[src/rtl/i2c_slave_regs.sv]
// I2C target with a byte-wide register port: pointer write, then auto-incrementing
// data writes/reads. SCL/SDA are oversampled on clk; SDA is driven open-drain via sda_oe.
`timescale 1ns/1ps
module i2c_slave_regs #(
   parameter logic [6:0]  SLAVE_ADDR = 7'h50,
   parameter int unsigned AW         = 8
) (
   input  logic          clk,
   input  logic          rstn,
   input  logic          scl_i,
   input  logic          sda_i,
   output logic          sda_oe,
   output logic [AW-1:0] reg_addr,
   output logic          reg_wr,
   output logic [7:0]    reg_wdata,
   output logic          reg_rd,
   input  logic [7:0]    reg_rdata,
   output logic          busy
);

   typedef enum logic [2:0] {
      S_IDLE, S_ADDR, S_ADDR_ACK, S_WR_BYTE, S_WR_ACK, S_RD_BYTE, S_RD_ACK, S_IGNORE
   } state_e;

   // [0],[1] synchronizer, [2] history; the idle bus is high
   logic [2:0]    scl_sync_q, sda_sync_q;
   state_e        state_q, state_d;
   logic [2:0]    cnt_q, cnt_d;
   logic [7:0]    shift_q, shift_d;
   logic          rw_q, rw_d;
   logic          first_q, first_d;
   logic          sda_oe_q, sda_oe_d;
   logic [AW-1:0] addr_q, addr_d;
   logic          wr_q, wr_d;
   logic [7:0]    wdata_q, wdata_d;
   logic          busy_q, busy_d;

   logic scl_s, scl_h, sda_s, sda_h;
   logic scl_rise, scl_fall, start_c, stop_c;
   logic [7:0] byte_in;

   assign scl_s    = scl_sync_q[1];
   assign scl_h    = scl_sync_q[2];
   assign sda_s    = sda_sync_q[1];
   assign sda_h    = sda_sync_q[2];
   assign scl_rise = scl_s & ~scl_h;
   assign scl_fall = ~scl_s & scl_h;
   assign start_c  = scl_s & scl_h & sda_h & ~sda_s;
   assign stop_c   = scl_s & scl_h & ~sda_h & sda_s;
   assign byte_in  = {shift_q[6:0], sda_s};

   always_ff @(posedge clk or negedge rstn) begin
      if (!rstn) begin
         scl_sync_q <= 3'b111;
         sda_sync_q <= 3'b111;
         state_q    <= S_IDLE;
         cnt_q      <= 3'd0;
         shift_q    <= 8'h00;
         rw_q       <= 1'b0;
         first_q    <= 1'b0;
         sda_oe_q   <= 1'b0;
         addr_q     <= '0;
         wr_q       <= 1'b0;
         wdata_q    <= 8'h00;
         busy_q     <= 1'b0;
      end else begin
         scl_sync_q <= {scl_sync_q[1:0], scl_i};
         sda_sync_q <= {sda_sync_q[1:0], sda_i};
         state_q    <= state_d;
         cnt_q      <= cnt_d;
         shift_q    <= shift_d;
         rw_q       <= rw_d;
         first_q    <= first_d;
         sda_oe_q   <= sda_oe_d;
         addr_q     <= addr_d;
         wr_q       <= wr_d;
         wdata_q    <= wdata_d;
         busy_q     <= busy_d;
      end
   end

   always_comb begin
      state_d  = state_q;
      cnt_d    = cnt_q;
      shift_d  = shift_q;
      rw_d     = rw_q;
      first_d  = first_q;
      sda_oe_d = sda_oe_q;
      addr_d   = addr_q;
      wr_d     = 1'b0;
      wdata_d  = wdata_q;
      busy_d   = busy_q;
      reg_rd   = 1'b0;
      // The pointer advances the clk after each write strobe
      if (wr_q) addr_d = addr_q + AW'(1);
      if (start_c) begin
         state_d  = S_ADDR;
         cnt_d    = 3'd0;
         sda_oe_d = 1'b0;
      end else if (stop_c) begin
         state_d  = S_IDLE;
         busy_d   = 1'b0;
         sda_oe_d = 1'b0;
      end else begin
         case (state_q)
            S_ADDR: if (scl_rise) begin
               shift_d = byte_in;
               cnt_d   = cnt_q + 3'd1;
               if (cnt_q == 3'd7) begin
                  cnt_d = 3'd0;
                  if (byte_in[7:1] == SLAVE_ADDR) begin
                     state_d = S_ADDR_ACK;
                     busy_d  = 1'b1;
                     rw_d    = byte_in[0];
                  end else begin
                     state_d = S_IGNORE;
                     busy_d  = 1'b0;
                  end
               end
            end
            // cnt_q==0: fall after bit 8 starts the ACK; cnt_q==1: fall after bit 9 ends it
            S_ADDR_ACK, S_WR_ACK: if (scl_fall) begin
               if (cnt_q == 3'd0) begin
                  sda_oe_d = 1'b1;
                  cnt_d    = 3'd1;
               end else begin
                  sda_oe_d = 1'b0;
                  cnt_d    = 3'd0;
                  if (state_q == S_WR_ACK || !rw_q) begin
                     state_d = S_WR_BYTE;
                     if (state_q == S_ADDR_ACK) first_d = 1'b1;
                  end else begin
                     reg_rd   = 1'b1;
                     sda_oe_d = ~reg_rdata[7];
                     shift_d  = {reg_rdata[6:0], 1'b0};
                     state_d  = S_RD_BYTE;
                  end
               end
            end
            S_WR_BYTE: if (scl_rise) begin
               shift_d = byte_in;
               cnt_d   = cnt_q + 3'd1;
               if (cnt_q == 3'd7) begin
                  cnt_d   = 3'd0;
                  state_d = S_WR_ACK;
                  if (first_q) begin
                     addr_d  = AW'(byte_in);
                     first_d = 1'b0;
                  end else begin
                     wdata_d = byte_in;
                     wr_d    = 1'b1;
                  end
               end
            end
            S_RD_BYTE: if (scl_fall) begin
               if (cnt_q == 3'd7) begin
                  sda_oe_d = 1'b0;
                  addr_d   = addr_q + AW'(1);
                  cnt_d    = 3'd0;
                  state_d  = S_RD_ACK;
               end else begin
                  sda_oe_d = ~shift_q[7];
                  shift_d  = {shift_q[6:0], 1'b0};
                  cnt_d    = cnt_q + 3'd1;
               end
            end
            S_RD_ACK: begin
               if (scl_rise && sda_s) begin
                  state_d = S_IGNORE;
                  busy_d  = 1'b0;
               end else if (scl_fall) begin
                  reg_rd   = 1'b1;
                  sda_oe_d = ~reg_rdata[7];
                  shift_d  = {reg_rdata[6:0], 1'b0};
                  cnt_d    = 3'd0;
                  state_d  = S_RD_BYTE;
               end
            end
            default: ;
         endcase
      end
   end

   assign sda_oe    = sda_oe_q;
   assign reg_addr  = addr_q;
   assign reg_wr    = wr_q;
   assign reg_wdata = wdata_q;
   assign busy      = busy_q;

endmodule

[config.mk]
export PLATFORM = sky130hd
export DESIGN_NAME = i2c_slave_regs
export DESIGN_NICKNAME = d
export VERILOG_FILES = /design/src/rtl/i2c_slave_regs.sv
export SDC_FILE = /design/constraint.sdc
export NUM_CORES = 1
export LEC_CHECK = 0
export CAP_MARGIN = 20
export CORE_UTILIZATION = 29
export DETAILED_ROUTE_END_ITERATION = 6
export PLACE_DENSITY = 0.5
export SYNTH_ARGS = -nofsm -noshare
export SYNTH_HDL_FRONTEND = slang
export SYNTH_SLANG_ARGS = --single-unit
[constraint.sdc]
create_clock -name clk -period 2.05 [get_ports clk]
set_input_delay 0.3075 -clock clk [delete_from_list [all_inputs] [get_ports clk]]
set_output_delay 0.3075 -clock clk [all_outputs]
set_load 0.01 [all_outputs]
==> flow_metrics.env <==
export IMPL_root_buffer="clkbuf_8"
export IMPL_max_stage_delay_ns=0.58
export IMPL_path_max_fanout=8
export IMPL_ir_worst_vdd_mv=0.337
export IMPL_syn_inst=255
export IMPL_fin_crit_ns=1.92
export IMPL_wl_per_cell_microns=15.8
export IMPL_grt_max_degree=42
export IMPL_outcome="completed"
export IMPL_area_growth_pct=30.7
export IMPL_required_ns=2.23
export IMPL_firstDrtPassIters=4
export IMPL_initial_utilization_pct=30.4
export IMPL_grt_setup_unrepaired="false"
export IMPL_tns_ns=0
export IMPL_synth_area_leaders="dfrtp_1, mux2_2, dfstp_2"
export IMPL_dr_first_iter_drc_count=216
export IMPL_grt_overflow_total=0
export IMPL_core_sq_mm=0.00830
export IMPL_slew_viol_final=0
export IMPL_cap_violations=0
export IMPL_worstSetupEndpointType="flip-flop"
export IMPL_vias=2180
export IMPL_grt_pass1_wl_mm=11.2
export IMPL_clock_sinks=41
export IMPL_wl_met2_mm=3.11
export IMPL_post_synth_top_area_fraction_pct=34.7
export IMPL_hold_viol_final=0
export IMPL_nNetsFinal=332
export IMPL_rows=33
export IMPL_dieArea_sq_mm=0.00908
export IMPL_synth_nets=271
export IMPL_syn_cell_area_sq_mm=0.00252
export IMPL_fin_worst_skew_ns=0.00796
export IMPL_synth_avg_cell_area_sq_um=9.90
export IMPL_m1WireLength_mm=3.20
export IMPL_cp_start_kind="flip-flop"
export IMPL_synth_top_area_cell="dfrtp_1"
export IMPL_drive_above_1_share_pct=27.8
export IMPL_cts_tree="built"
export IMPL_cp_slowest_cell="dfstp_2"
export IMPL_synth_edf_count=0
export IMPL_ys_types=59
export IMPL_synthFlopType="dfrtp_1"
export IMPL_drcViolationCount=0
export IMPL_grt_usage_pct=16.2
export IMPL_dpl_worst_slack_ns=0.0643
export IMPL_ctsHoldBuffers=0
export IMPL_io_buffers=31
export IMPL_gp_congestion=0.861
export IMPL_setup_ws_ns=0.127
export IMPL_die_y_microns=95.3
export IMPL_worstMarginPinSlew_ns=0.560
export IMPL_grt_pass1_vias=2234
export IMPL_reg2reg_from="sda_sync_q[1]"
export IMPL_crit_chain="xor2_2 -> and2_1 -> nor2_2 -> nand4_2 -> buf_4 -> mux2_2"
export IMPL_synth_seq_cells=41
export IMPL_numCtsBuffers=5
export IMPL_hold_class="in2async"
export IMPL_leakagePower_nw=1.37
export IMPL_clk_pin_slew_ns=0.09
export IMPL_viasPerCell=5.17
export IMPL_max_freq_mhz=520
export IMPL_ys_async_sr_fraction_pct=100
export IMPL_post_cts_buffers=0
export IMPL_utilization_pct=39.7
export IMPL_setup_viol=0
export IMPL_power_density_mw_per_mm2=1130
export IMPL_io_pin_count=32
export IMPL_crit_arrival_ns=2.10
export IMPL_yosysWarnings=0
export IMPL_met3WireLength_microns=268
export IMPL_highest_layer="met4"
export IMPL_totalWireLength_mm=6.66
export IMPL_ant_nets=0
export IMPL_dpl_hpwl_mm=4.99
export IMPL_clockBufferDepth=2
export IMPL_htree_levels=2
export IMPL_antenna_found_initial=0
export IMPL_diodes=0
export IMPL_fillCellCount=804
export IMPL_yosysMostFrequentCell="dfrtp_1"
export IMPL_yosys_top_cells_count="dfrtp_1, mux2_2, nand2_1"
export IMPL_fin_crit_sh_pct=93.8
export IMPL_synth_seq_area_share_pct=41.0
export IMPL_crit_start="sda_sync_q[1]"
export IMPL_clock_latency_ns=0.29
export IMPL_crit_type="reg2reg"
export IMPL_max_slew_margin_pct=62.7
export IMPL_die_w_microns=95.3
-- routing by layer --
| metal | track usage [%] | vias to the layer above |
|---|---|---|
| met4 | 4.29 | 0 |
| met3 | 2.63 | 4 |
| li1 | - | 1059 |
| met5 | 0 | - |
| met1 | 22.6 | 1065 |
| met2 | 26.0 | 52 |
-- area by class of cell --
cell class                      instances  area, sq um  area share [%]
Multi-Input combinational cell        200         1450            43.9
Sequential cell                        41         1030            31.4
Timing Repair Buffer                   62          549            16.7
Tap cell                              105          131            3.98
Clock buffer                            6         72.6            2.20
Clock inverter                          2         38.8            1.18
Inverter                                6         22.5           0.683
-- flip-flops by register name, summed over array words and instances (netlist names) --
register	cells
busy	1
cnt_q	3
first_q	1
reg_addr	8
reg_wdata	8
reg_wr	1
rw_q	1
scl_sync_q	3
sda_oe	1
sda_sync_q	3
shift_q	8
state_q	3
-- worst max-delay path, delay by kind of cell, from the launching register on --
kind	cells	cell delay [ns]
flip-flops	1	0.58
multiplexers	1	0.35
XOR/XNOR	1	0.29
buffers and inverters	1	0.18
AND/OR/NAND/NOR	3	0.42
-- power by group --
group / switching (mW) / leakage, nW / internal [mW] / total [mW]
registers: 0.194 / 0.521 / 0.986 / 1.18
clock network: 0.294 / 0.0554 / 0.366 / 0.660
logic: 0.967 / 0.795 / 0.924 / 1.89
-- through the flow --
stage	area (sq um)	power (mW)	hold WS, ns	cells
finish	3300	3.73	0.0862	422
global route	3300	4.00	0.131	422
CTS	3280	3.72	0.112	422
detailed placement	3160	3.04	0.347	414
global placement	3160	3.02	0.348	414
floorplan	2520	2.30	0.0119	255
-- cell usage in the layout (no fill, tap or decap), types with 6 or more instances in the layout --
master / n
and2_1: 6
dfstp_2: 6
a211oi_1: 6
clkdlybuf4s50_1: 29
dfrtp_1: 34
nor2_1: 19
nor3_1: 6
nand2_1: 21
nand3_1: 11
xnor2_1: 9
a21oi_1: 10
mux2_2: 22
buf_4: 30
o21ai_0: 9
-- logic make-up (layout without fill, tap and decap cells) --
| family | after synthesis | count (layout) | share of synthesized area [%] |
|---|---|---|---|
| AO/OA/AOI/OAI | 58 | 58 | 16.0 |
| XOR/XNOR | 14 | 14 | 5.16 |
| adder cells (fa/ha/maj) | 4 | 4 | 1.98 |
| buffers and inverters | 14 | 76 | 2.73 |
| flip-flops | 41 | 41 | 41.0 |
| multiplexers | 28 | 28 | 12.4 |
| AND/OR/NAND/NOR | 96 | 96 | 20.8 |
-- worst paths after layout --
kind / end / slack [ns] / cells past startpoint
max: shift_q[4] / 0.13 / 6
min: state_q[2] / 0.09 / 2
max reg2reg: shift_q[4] / 0.13 / 6
min reg2reg: scl_sync_q[1] / 0.36 / 0
max in group asynchronous: state_q[1] / 1.57 / 2
min in group clk: scl_sync_q[1] / 0.36 / 0
-- repair_timing --
action / 4_1_cts / 5_1_grt
setup endpoints to repair: 1 / 25
gates resized for setup: 4 / 9
pin swaps: 0 / 0
(Power assumes the default switching activity.)
